## config.mk

```make
export PLATFORM = sky130hd
export DESIGN_NAME = seq_divider
export DESIGN_NICKNAME = d
export VERILOG_FILES = /design/src/rtl/seq_divider.sv
export SDC_FILE = /design/constraint.sdc
export NUM_CORES = 1
export LEC_CHECK = 0
export ABC_AREA = 1
export CAP_MARGIN = 20
export CORE_ASPECT_RATIO = 1.4
export CORE_MARGIN = 1
export CORE_UTILIZATION = 56
export CTS_BUF_LIST = sky130_fd_sc_hd__clkbuf_16
export CTS_CLUSTER_DIAMETER = 40
export DETAILED_ROUTE_END_ITERATION = 10
export PLACE_DENSITY = 0.86
export REMOVE_ABC_BUFFERS = 1
export SKIP_LAST_GASP = 1
export SLEW_MARGIN = 20
export SYNTH_ARGS = -nofsm -noshare
export SYNTH_HDL_FRONTEND = slang
export SYNTH_SLANG_ARGS = --single-unit
```

## constraint.sdc

```tcl
create_clock -name clk -period 2.5 [get_ports clk]
set_input_delay 0.375 -clock clk [delete_from_list [all_inputs] [get_ports clk]]
set_output_delay 0.375 -clock clk [all_outputs]
set_load 0.03 [all_outputs]
```

## src/rtl/seq_divider.sv

```systemverilog
// seq_divider: iterative restoring divider, one quotient bit per clock.
// A start/done handshake wraps N trial-subtraction cycles plus one result cycle.
// Optional build macro: SEQ_DIVIDER_SIGNED_EN enables two's-complement
// operands and results (truncating division). Without it, the unit is purely unsigned.
//
// state  | meaning
// -------+-----------------------------------------------------------
// S_IDLE | waiting for start; operands captured on an accepted start
// S_RUN  | N trial subtractions, cnt_q counts 0..N-1
// S_DONE | results visible, done pulses for this single cycle

module seq_divider #(
    parameter int N = 8
) (
    input  logic         clk,
    input  logic         rst_n,
    input  logic         start,
    input  logic [N-1:0] dividend,
    input  logic [N-1:0] divisor,
    output logic         busy,
    output logic         done,
    output logic [N-1:0] quotient,
    output logic [N-1:0] remainder,
    output logic         div_by_zero
);

    localparam int CW = $clog2(N);
    localparam logic [CW-1:0] CNT_LAST = CW'(N - 1);

    typedef enum logic [1:0] {
        S_IDLE = 2'd0,
        S_RUN  = 2'd1,
        S_DONE = 2'd2
    } state_t;

    state_t        state_q, state_d;
    logic [CW-1:0] cnt_q, cnt_d;
    logic [N-1:0]  dvd_q, dvd_d;        // dividend magnitude, shifted out MSB first
    logic [N-1:0]  dvs_q, dvs_d;        // divisor magnitude
    logic [N-1:0]  rem_q, rem_d;        // partial remainder (always < divisor, fits N bits)
    logic [N-1:0]  quo_q, quo_d;        // quotient bits shifted in LSB first
    logic [N-1:0]  quotient_q, quotient_d;
    logic [N-1:0]  remainder_q, remainder_d;
    logic          dbz_q, dbz_d;

    logic          last_iter;
    logic          divisor_zero;
    logic [N:0]    r_shift;
    logic [N:0]    trial;
    logic          qbit;
    logic [N-1:0]  rem_next;
    logic [N-1:0]  quo_next;
    logic [N-1:0]  quo_fix;
    logic [N-1:0]  rem_fix;
    logic [N-1:0]  dvd_mag;
    logic [N-1:0]  dvs_mag;

    assign last_iter    = (cnt_q == CNT_LAST);
    assign divisor_zero = (divisor == '0);

    // Trial subtraction as a two's-complement add, restoring on borrow.
    assign r_shift  = {rem_q, dvd_q[N-1]};
    assign trial    = r_shift + ~{1'b0, dvs_q} + (N+1)'(1);
    assign qbit     = ~trial[N];
    assign rem_next = qbit ? trial[N-1:0] : r_shift[N-1:0];
    assign quo_next = {quo_q[N-2:0], qbit};

`ifdef SEQ_DIVIDER_SIGNED_EN
    logic neg_q_q, neg_q_d;
    logic neg_r_q, neg_r_d;

    // The core divides magnitudes; the most-negative value maps to its unsigned
    // magnitude, so most-negative / -1 wraps back to most-negative.
    assign dvd_mag = dividend[N-1] ? (~dividend + N'(1)) : dividend;
    assign dvs_mag = divisor[N-1]  ? (~divisor  + N'(1)) : divisor;
    assign quo_fix = neg_q_q ? (~quo_next + N'(1)) : quo_next;
    assign rem_fix = neg_r_q ? (~rem_next + N'(1)) : rem_next;
`else
    assign dvd_mag = dividend;
    assign dvs_mag = divisor;
    assign quo_fix = quo_next;
    assign rem_fix = rem_next;
`endif

    // State register.
    always_ff @(posedge clk or negedge rst_n) begin
        if (!rst_n) begin
            state_q <= S_IDLE;
        end else begin
            state_q <= state_d;
        end
    end

    // Next-state logic; start is only looked at in S_IDLE.
    always_comb begin
        state_d = state_q;
        unique case (state_q)
            S_IDLE: begin
                if (start) begin
                    state_d = divisor_zero ? S_DONE : S_RUN;
                end
            end
            S_RUN: begin
                if (last_iter) begin
                    state_d = S_DONE;
                end
            end
            S_DONE:  state_d = S_IDLE;
            default: state_d = S_IDLE;
        endcase
    end

    // Handshake outputs decoded from the state.
    always_comb begin
        busy = 1'b0;
        done = 1'b0;
        unique case (state_q)
            S_IDLE:  busy = 1'b0;
            S_RUN:   busy = 1'b1;
            S_DONE: begin
                busy = 1'b1;
                done = 1'b1;
            end
            default: busy = 1'b0;
        endcase
    end

    // Datapath next values. Result registers load on the edge into S_DONE
    // (sign fixup included) so they are valid during the done cycle and stay
    // frozen throughout S_RUN.
    always_comb begin
        cnt_d       = cnt_q;
        dvd_d       = dvd_q;
        dvs_d       = dvs_q;
        rem_d       = rem_q;
        quo_d       = quo_q;
        quotient_d  = quotient_q;
        remainder_d = remainder_q;
        dbz_d       = dbz_q;
`ifdef SEQ_DIVIDER_SIGNED_EN
        neg_q_d     = neg_q_q;
        neg_r_d     = neg_r_q;
`endif
        unique case (state_q)
            S_IDLE: begin
                if (start) begin
                    cnt_d = '0;
                    dvd_d = dvd_mag;
                    dvs_d = dvs_mag;
                    rem_d = '0;
                    quo_d = '0;
`ifdef SEQ_DIVIDER_SIGNED_EN
                    neg_q_d = dividend[N-1] ^ divisor[N-1];
                    neg_r_d = dividend[N-1];
`endif
                    if (divisor_zero) begin
                        quotient_d  = '1;
                        remainder_d = dividend;
                        dbz_d       = 1'b1;
                    end
                end
            end
            S_RUN: begin
                cnt_d = cnt_q + CW'(1);
                dvd_d = {dvd_q[N-2:0], 1'b0};
                rem_d = rem_next;
                quo_d = quo_next;
                if (last_iter) begin
                    quotient_d  = quo_fix;
                    remainder_d = rem_fix;
                    dbz_d       = 1'b0;
                end
            end
            default: begin
                cnt_d = cnt_q;
            end
        endcase
    end

    // Datapath and result registers; reset aborts any operation in flight.
    always_ff @(posedge clk or negedge rst_n) begin
        if (!rst_n) begin
            cnt_q       <= '0;
            dvd_q       <= '0;
            dvs_q       <= '0;
            rem_q       <= '0;
            quo_q       <= '0;
            quotient_q  <= '0;
            remainder_q <= '0;
            dbz_q       <= 1'b0;
`ifdef SEQ_DIVIDER_SIGNED_EN
            neg_q_q     <= 1'b0;
            neg_r_q     <= 1'b0;
`endif
        end else begin
            cnt_q       <= cnt_d;
            dvd_q       <= dvd_d;
            dvs_q       <= dvs_d;
            rem_q       <= rem_d;
            quo_q       <= quo_d;
            quotient_q  <= quotient_d;
            remainder_q <= remainder_d;
            dbz_q       <= dbz_d;
`ifdef SEQ_DIVIDER_SIGNED_EN
            neg_q_q     <= neg_q_d;
            neg_r_q     <= neg_r_d;
`endif
        end
    end

    assign quotient    = quotient_q;
    assign remainder   = remainder_q;
    assign div_by_zero = dbz_q;

endmodule

```

### Yosys cells after proc, flatten, opt, wreduce, memory -nomap -nowiden

Index checks and enable logic that the tools add are counted.
Widths: inputs -> output; s select.

| storage, ports and cells | value |
|---|---|
| register bits | 53 |
| input bits | 19 |
| output and inout port bits | 19 |
| word-level logic and storage cells | 54 |

| operators by class | value |
|---|---|
| $add $sub $neg | 3 |
| equality and inequality tests | 6 |
| muxes and demuxes | 26 |
| bitwise operators | 2 |
| reduce and logical (&&, ||, !) cells | 8 |

Operator list:

| cell | count |
|---|---|
| $mux 8 | 9 |
| $pmux 8 s2 | 4 |
| $pmux 7 s2 | 1 |
| $add 9x1->9 const B | 1 |
| $add 9x9->9 | 1 |
| $not 8->9 | 1 |
| $logic_not 8->1 | 1 |
| $mux 2 | 3 |
| $ne 2x2->1 const B | 3 |
| $pmux 3 s2 | 1 |
| $reduce_and 2->1 | 3 |
| $mux 1 | 5 |
| $pmux 2 s2 | 1 |
| $reduce_and 4->1 | 1 |
| $add 3x1->3 const B | 1 |
| $eq 3x3->1 const B | 1 |
| $mux 3 | 1 |
| $eq 2x1->1 const B | 1 |
| $eq 2x2->1 const B | 1 |
| $logic_not 2->1 | 1 |
| $pmux 1 s2 | 1 |
| $reduce_bool 2->1 | 1 |
| $reduce_or 2->1 | 1 |
| $not 1->1 | 1 |

### Depth between registers and ports, before layout

Gate-level depths: netlist (run 1).

| depth | value |
|---|---|
| depth after elaboration | 6 |
| mapped depth | 14 |
| depth with buffers taken out | 14 |

### Worst setup path after synthesis (run 1)

No wires, ideal clock.

| path | value |
|---|---|
| kind | register to register |
| start | register dvd_q[7] |
| end | register remainder_q[7] (netlist: remainder[7]) |
| library setup time | 0.113 ns |
| data arrival time | 1.729 ns |
| required time | 2.387 ns |
| path slack | 0.659 ns |
| cell stages (with the launch flop) | 15 |
| path buffers | 0 |
| clock period less this slack | 1.841 ns |
| cells stage by stage | dfrtp_1 -> inv_1 -> ha_1 -> inv_1 -> fa_1 -> nand2_1 -> nand2_2 -> nand3_2 -> nand2_4 -> nand2_4 -> nand2_8 -> nand3_2 -> nand3_1 -> nand2_1 -> inv_1 |

| on the way | value |
|---|---|
| longest elaborated chain between the ends | 5 |

RTL lines:

| what | line | source |
|---|---|---|
| start: declaration | 38 | `logic [N-1:0] dvd_q, dvd_d;` |
| start signal: assignment | 197 | `dvd_q <= dvd_d;` |
| $add 9x9->9 | 63 | `assign trial = r_shift + ~{1'b0, dvs_q} + (N+1)'(1);` |
| $add 9x1->9 | 63 |  |
| $mux 8 | 65 | `assign rem_next = qbit ? trial[N-1:0] : r_shift[N-1:0];` |
| $mux 8 | 168 | `if (last_iter) begin` |
| $pmux 8 s2 | 144 | `unique case (state_q)` |
| end signal: assignment | 202 | `remainder_q <= remainder_d;` |
| end: declaration | 43 | `logic [N-1:0] remainder_q, remainder_d;` |

No other way between the ends. The select of a mux whose other input is x is not followed.
A chain may end at the register's enable or synchronous reset.

### Worst setup path in the final report (run 1)

| path | value |
|---|---|
| start | register dvd_q[7] |
| end | register remainder_q[2] (netlist: remainder[2]) |

Same word-level chain as after synthesis.

==> flow_metrics.py, run 1 <==
metrics = {
    "synth": {
        "syn_area_um2": 3112,
        "syn-instance-count": 391,
        "syn_avg_cell_area_um2": 7.958,
        "ys.warnings.count": 0,
        "synth_top_cell_area_share_pct": 42.62,
        "ys_ff_latch": 53,
        "synth_area_leader_cell": "dfrtp_1",
        "yosys-top-cells-area": "dfrtp_1 43%, nand2_1 14%, inv_1 8.9%",
        "yosysSeqAreaShare_pct": 42.62,
        "synth.distinct_cells": 30,
    },
    "drt": {
        "drtAntennaViolNets": 0,
        "drt_first_pass_iters": 4,
        "drt-total-wl_um": 6811,
        "dr_total_vias": 2594,
        "drt_first_iter_violations": 134,
        "wl_per_cell_um": 13.79,
        "via_per_inst": 5.251,
        "drc": 0,
    },
    "critical_path": {
        "required_ns": 2.73,
        "worst_setup_path_end_kind": "register",
        "arrival_ns": 2.31,
        "path_max_fanout": 10,
        "path_class": "reg2reg",
        "critPathLaunchType": "register",
    },
    "global_routing": {
        "grt_pass1_vias": 2686,
        "overflow": 0,
        "grt_pass1_wl_um": 11880,
        "antenna_found_initial": 0,
        "grt_usage_pct": 25.86,
        "grt_max_degree": 54,
    },
    "timing": {
        "hold_viol_final": 0,
        "fin_crit_sh_pct": 82.88,
        "skew_ns": 0.006096,
        "maxSlewViolCount": 0,
        "setup_slack_ns": 0.4279,
        "worstMarginPinSlew_ns": 0.6823,
        "min_period_ns": 2.072,
        "max_freq_ghz": 0.4826,
        "finalSetupViolations": 0,
        "slew_headroom_pct": 54.51,
        "rsz0062_at_grt": "no",
    },
    "cts": {
        "clk_path_buf_depth": 2,
        "post_cts_resized": 0,
        "cts_tree": "built",
        "clk_pin_slew_ns": 0.07,
        "clockRootBuffer": "clkbuf_16",
        "clock_latency_ns": 0.29,
        "cts_made_buffers": 5,
        "post-cts-setup-buffer-count": 0,
        "cts_hold_buf": 0,
        "ctsHtreeMaxLevel": 2,
        "cts.sinks": 53,
    },
    "cells_and_area": {
        "drive_above_1_share_pct": 13.79,
        "design_area_um2": 3666,
        "nets": 460,
        "utilization_pct": 69.50,
        "mostFrequentLayoutCell": "nand2_1",
        "fill_cells": 429,
        "syn_to_final_growth_pct": 17.81,
        "diodes": 0,
        "layout_common_cells": "112 x nand2_1, 74 x inv_1, 53 x dfrtp_1, 36 x clkdlybuf4s50_1, 25 x o21ai_0",
    },
    "placement": {
        "dp_hpwl_um": 4732,
        "placed_area_um2": 3518,
        "port_buffers": 37,
        "post-place-ws_ns": 0.4410,
        "routabilityCongestion": 0.8346,
    },
    "floorplanning": {
        "initial_core_util_pct": 58.99,
        "core_um2": 5275,
        "io_pins": 38,
        "rows": 31,
        "die_h_um": 90.20,
        "fp.dieArea_um2": 5863,
        "die_w_um": 65,
    },
    "run": {
        "cap_violations": 0,
    },
    "power": {
        "power_density_nw_per_um2": 1301,
        "power_w": 0.004769,
        "p_leak_nw": 1.925,
        "peakVddDrop_mv": 0.6500,
    },
    "worst_hold_path": {
        "hp-class": "in2async",
    },
    "status": {
        "outcome": "complete, no violations",
    },
}
==> final cells by class <==
type | instances | area [µm²] | share of cell area [%]
clock buffers | 5 | 125.1 | 3.413
clock inverters | 3 | 22.52 | 0.6143
inverters | 77 | 291.5 | 7.952
multi-input cells | 250 | 1430 | 39.01
flip-flops and latches | 53 | 1326 | 36.18
well taps | 66 | 82.58 | 2.253
repair buffers | 40 | 387.9 | 10.58
==> cell families after synthesis <==
group / count (synthesis) / synth area share, %
and+or+nand+nor: 181 / 30.08
buffers and inverters: 88 / 11.42
DFF: 53 / 42.62
AOI/OAI and AO/OA: 52 / 9.168
adders and majority gates: 14 / 5.871
xor gates and xnor gates: 3 / 0.8445
==> report_power, final <==
group | total (W) | internal [W] | switching (W)
sequential | 0.00138 | 0.00119 | 0.000192
clock | 0.000687 | 0.000371 | 0.000316
combinational | 0.00270 | 0.000919 | 0.00178
==> sequential cells by signal (all words and copies together) (netlist names) <==
signal / flops
cnt_q: 3
div_by_zero: 1
remainder: 8
quo_q: 7
state_q: 2
dvs_q: 8
dvd_q: 8
rem_q: 8
quotient: 8
==> worst paths after layout <==
check / slack [ns] / start / cells past startpoint / end
hold reg to reg: 0.49 / dvs_q[6] / 2 / dvs_q[6]
min in group clk: 0.49 / dvs_q[6] / 2 / dvs_q[6]
max in group asynchronous: 1.84 / rst_n / 2 / rem_q[3]
setup reg to reg: 0.43 / dvd_q[7] / 13 / remainder[2]
setup / recovery: 0.43 / dvd_q[7] / 13 / remainder[2]
hold / removal: 0.19 / rst_n / 2 / quo_q[4]
==> Yosys cell counts <==
master and count:
nand3_2 19, o22ai_1 7, buf_1 1, nand3_1 18, o21ai_2 1, inv_2 2
nand4_1 1, nor2_1 8, or2_4 1, nand2_4 5, buf_2 3, nand2_8 2
fa_1 1, clkbuf_1 4, nor2_2 11, inv_1 74, buf_4 1, ha_1 13
o21ai_0 25, a21oi_4 1, o21ai_1 2, a31oi_1 1, a21oi_1 15, inv_4 1
buf_6 2, xor2_1 2, dfrtp_1 53, xnor2_1 1, nand2_1 112, nand2_2 4
==> worst max-delay path, stage by stage, from the launching register on <==
cell and delay (ns):
dfrtp_1 0.39, inv_1 0.08, ha_1 0.14, inv_1 0.07, fa_1 0.40, nand2_1 0.10
nand2_2 0.09, nand3_2 0.14, nand3_2 0.14, nand2_8 0.15, nand3_2 0.09, nand3_1 0.12
nand2_1 0.05, inv_1 0.05
==> through the flow <==
stage,setup TNS [ns],hold WS [ns],instances
2_1_floorplan,-0.7615,0.07941,380
3_3_place_gp,0,0.4675,486
3_5_place_dp,0,0.4725,486
4_1_cts,0,0.2243,494
5_1_grt,0,0.2785,494
6_report,0,0.1947,494
==> layer usage <==
| metal | vias to the layer above | track usage, % | part of all wire (%) | wire length, µm |
|---|---|---|---|---|
| met3 | 18 | 4.695 | 3.5 | 241 |
| met2 | 68 | 43.23 | 52 | 3556 |
| met1 | 1224 | 30.95 | 41 | 2815 |
| met4 | 0 | 13.33 | 2.9 | 197 |
| met5 | - | 0 | 0 | 0 |
| li1 | 1284 | - | - | - |
Note: power is estimated with default switching activity, not from simulation.
==> inputs of run 2 (changes only) <==
==> constraint.sdc (replaced) <==
create_clock -name clk -period 2.08 [get_ports clk]
set_input_delay 0.312 -clock clk [delete_from_list [all_inputs] [get_ports clk]]
set_output_delay 0.312 -clock clk [all_outputs]
set_load 0.03 [all_outputs]
==> flow_metrics.py, run 2 (synthesis gave the netlist of run 1 again) <==
metrics = {
    "floorplanning": {
        "rows": 31,
        "die_w_um": 65,
        "io_pins": 38,
        "fp.dieArea_um2": 5863,
        "core_um2": 5275,
        "die_h_um": 90.20,
        "initial_core_util_pct": 58.99,
    },
    "timing": {
        "min_period_ns": 2.030,
        "worstMarginPinSlew_ns": 0.6555,
        "hold_ws_ns": 0.1241,
        "slew_headroom_pct": 56.30,
        "skew_ns": 0.004971,
        "rsz0062_at_grt": "yes",
        "tns_ns": 0,
        "max_freq_ghz": 0.4925,
        "fin_crit_sh_pct": 97.61,
        "maxSlewViolCount": 0,
        "hold_viol_final": 0,
        "finalSetupViolations": 0,
    },
    "cells_and_area": {
        "drive_above_1_share_pct": 18.43,
        "design_area_um2": 3880,
        "syn_to_final_growth_pct": 24.69,
        "layout_common_cells": "107 x nand2_1, 71 x inv_1, 53 x dfrtp_1, 36 x clkdlybuf4s50_1, 25 x o21ai_0",
        "nets": 466,
        "diodes": 0,
        "mostFrequentLayoutCell": "nand2_1",
    },
    "global_routing": {
        "grt_pass1_vias": 2676,
        "overflow": 0,
        "grt_pass1_wl_um": 11700,
        "grt_max_degree": 54,
        "grt_usage_pct": 25.76,
        "antenna_found_initial": 0,
    },
    "critical_path": {
        "arrival_ns": 2.21,
        "critPathLaunchType": "register",
        "required_ns": 2.26,
        "path_class": "reg2reg",
        "path_max_fanout": 5,
        "worst_setup_path_end_kind": "register",
    },
    "cts": {
        "post-cts-setup-buffer-count": 0,
        "clock_latency_ns": 0.29,
        "cts.sinks": 53,
        "clk_pin_slew_ns": 0.07,
        "cts_tree": "built",
        "clk_path_buf_depth": 2,
        "post_cts_resized": 0,
        "clockRootBuffer": "clkbuf_16",
        "cts_made_buffers": 5,
        "cts_hold_buf": 0,
        "ctsHtreeMaxLevel": 2,
    },
    "placement": {
        "routabilityCongestion": 0.8760,
        "port_buffers": 37,
        "placed_area_um2": 3568,
        "dp_hpwl_um": 4803,
    },
    "run": {
        "cap_violations": 0,
    },
    "drt": {
        "drt_first_iter_violations": 158,
        "dr_total_vias": 2687,
        "drtAntennaViolNets": 0,
        "drc": 0,
        "drt-total-wl_um": 7374,
        "via_per_inst": 5.374,
        "drt_first_pass_iters": 5,
        "wl_per_cell_um": 14.75,
    },
    "power": {
        "peakVddDrop_mv": 0.9022,
        "clkPwrFrac_pct": 15.3,
        "pwr-share-seq_pct": 26.6,
        "pwr-share-comb_pct": 58.1,
        "swShare_pct": 47.97,
        "switching_power_w": 0.003002,
        "p_leak_nw": 1.991,
        "power_density_nw_per_um2": 1613,
        "p_int_w": 0.003256,
    },
    "status": {
        "outcome": "complete, no violations",
    },
    "worst_hold_path": {
        "hp-class": "in2async",
    },
}
==> run 2: cell count changes in the layout (fill, tap and decap cells not counted), moves of 4 or more <==
cell     before  now
nand3_4       0    7
nand2_1     112  107
nand3_1      18   13
buf_4         3    7
nand2_2       4    8
==> run 2: per-stage QoR <==
step	cells	setup slack [ns]	total power, W	util (%)
final	500	0.04961	0.006258	73.55
after global routing	500	-0.03347	0.006699	73.55
after CTS	499	0.03525	0.005922	70.92
after detailed placement	491	0.03221	0.004923	67.65
after global placement	491	0.1246	0.004816	67.65
after floorplan	380	-0.5056	0.003907	-
==> run 2: area by class of cell <==
class | instances | area (µm²)
sequential | 53 | 1326
timing repair buffer | 45 | 437.9
multi-input combinational | 251 | 1569
clock inverter | 3 | 47.55
tap | 66 | 82.58
inverter | 77 | 291.5
clock buffer | 5 | 125.1
fill | 355 | 1395
==> run 2: worst paths after layout <==
path                       startpoint          end  slack (ns)  cells past startpoint
setup / recovery             dvd_q[7]     rem_q[7]        0.05                     14
hold / removal                  rst_n  quotient[4]        0.12                      2
setup reg to reg             dvd_q[7]     rem_q[7]        0.05                     14
hold reg to reg              dvs_q[2]     dvs_q[2]        0.49                      2
max in group asynchronous       rst_n   state_q[1]        1.52                      2
min in group clk             dvs_q[2]     dvs_q[2]        0.49                      2
==> run 2: critical path: stages, from the launching register on <==
cell	delay, ns
dfrtp_1	0.41
inv_2	0.08
ha_4	0.12
inv_2	0.05
fa_2	0.40
nand2_2	0.09
nand2_4	0.06
nand3_4	0.12
nand2_4	0.09
nand2_8	0.12
nand2_8	0.07
nand3_2	0.08
nand2_1	0.07
nand2_1	0.09
nand2_1	0.05
==> run 2: routing by layer <==
layer | track usage (%) | wire length, µm | up-vias | share of wire, %
met4 | 10.19 | 233 | 0 | 3.2
met1 | 31.12 | 2844 | 1268 | 39
met2 | 45.14 | 3923 | 99 | 53
li1 | - | - | 1297 | -
met5 | 0 | 0 | - | 0
met3 | 3.426 | 372 | 23 | 5.0
==> run 2: power groups by stage <==
stage          logic (W)  clock network (W)  registers (W)
4_1_cts          0.00330           0.000973        0.00165
5_1_grt          0.00399            0.00100        0.00170
3_3_place_gp     0.00317                  0        0.00165
3_5_place_dp     0.00326                  0        0.00167
6_report         0.00363           0.000960        0.00166
2_1_floorplan    0.00198                  0        0.00193
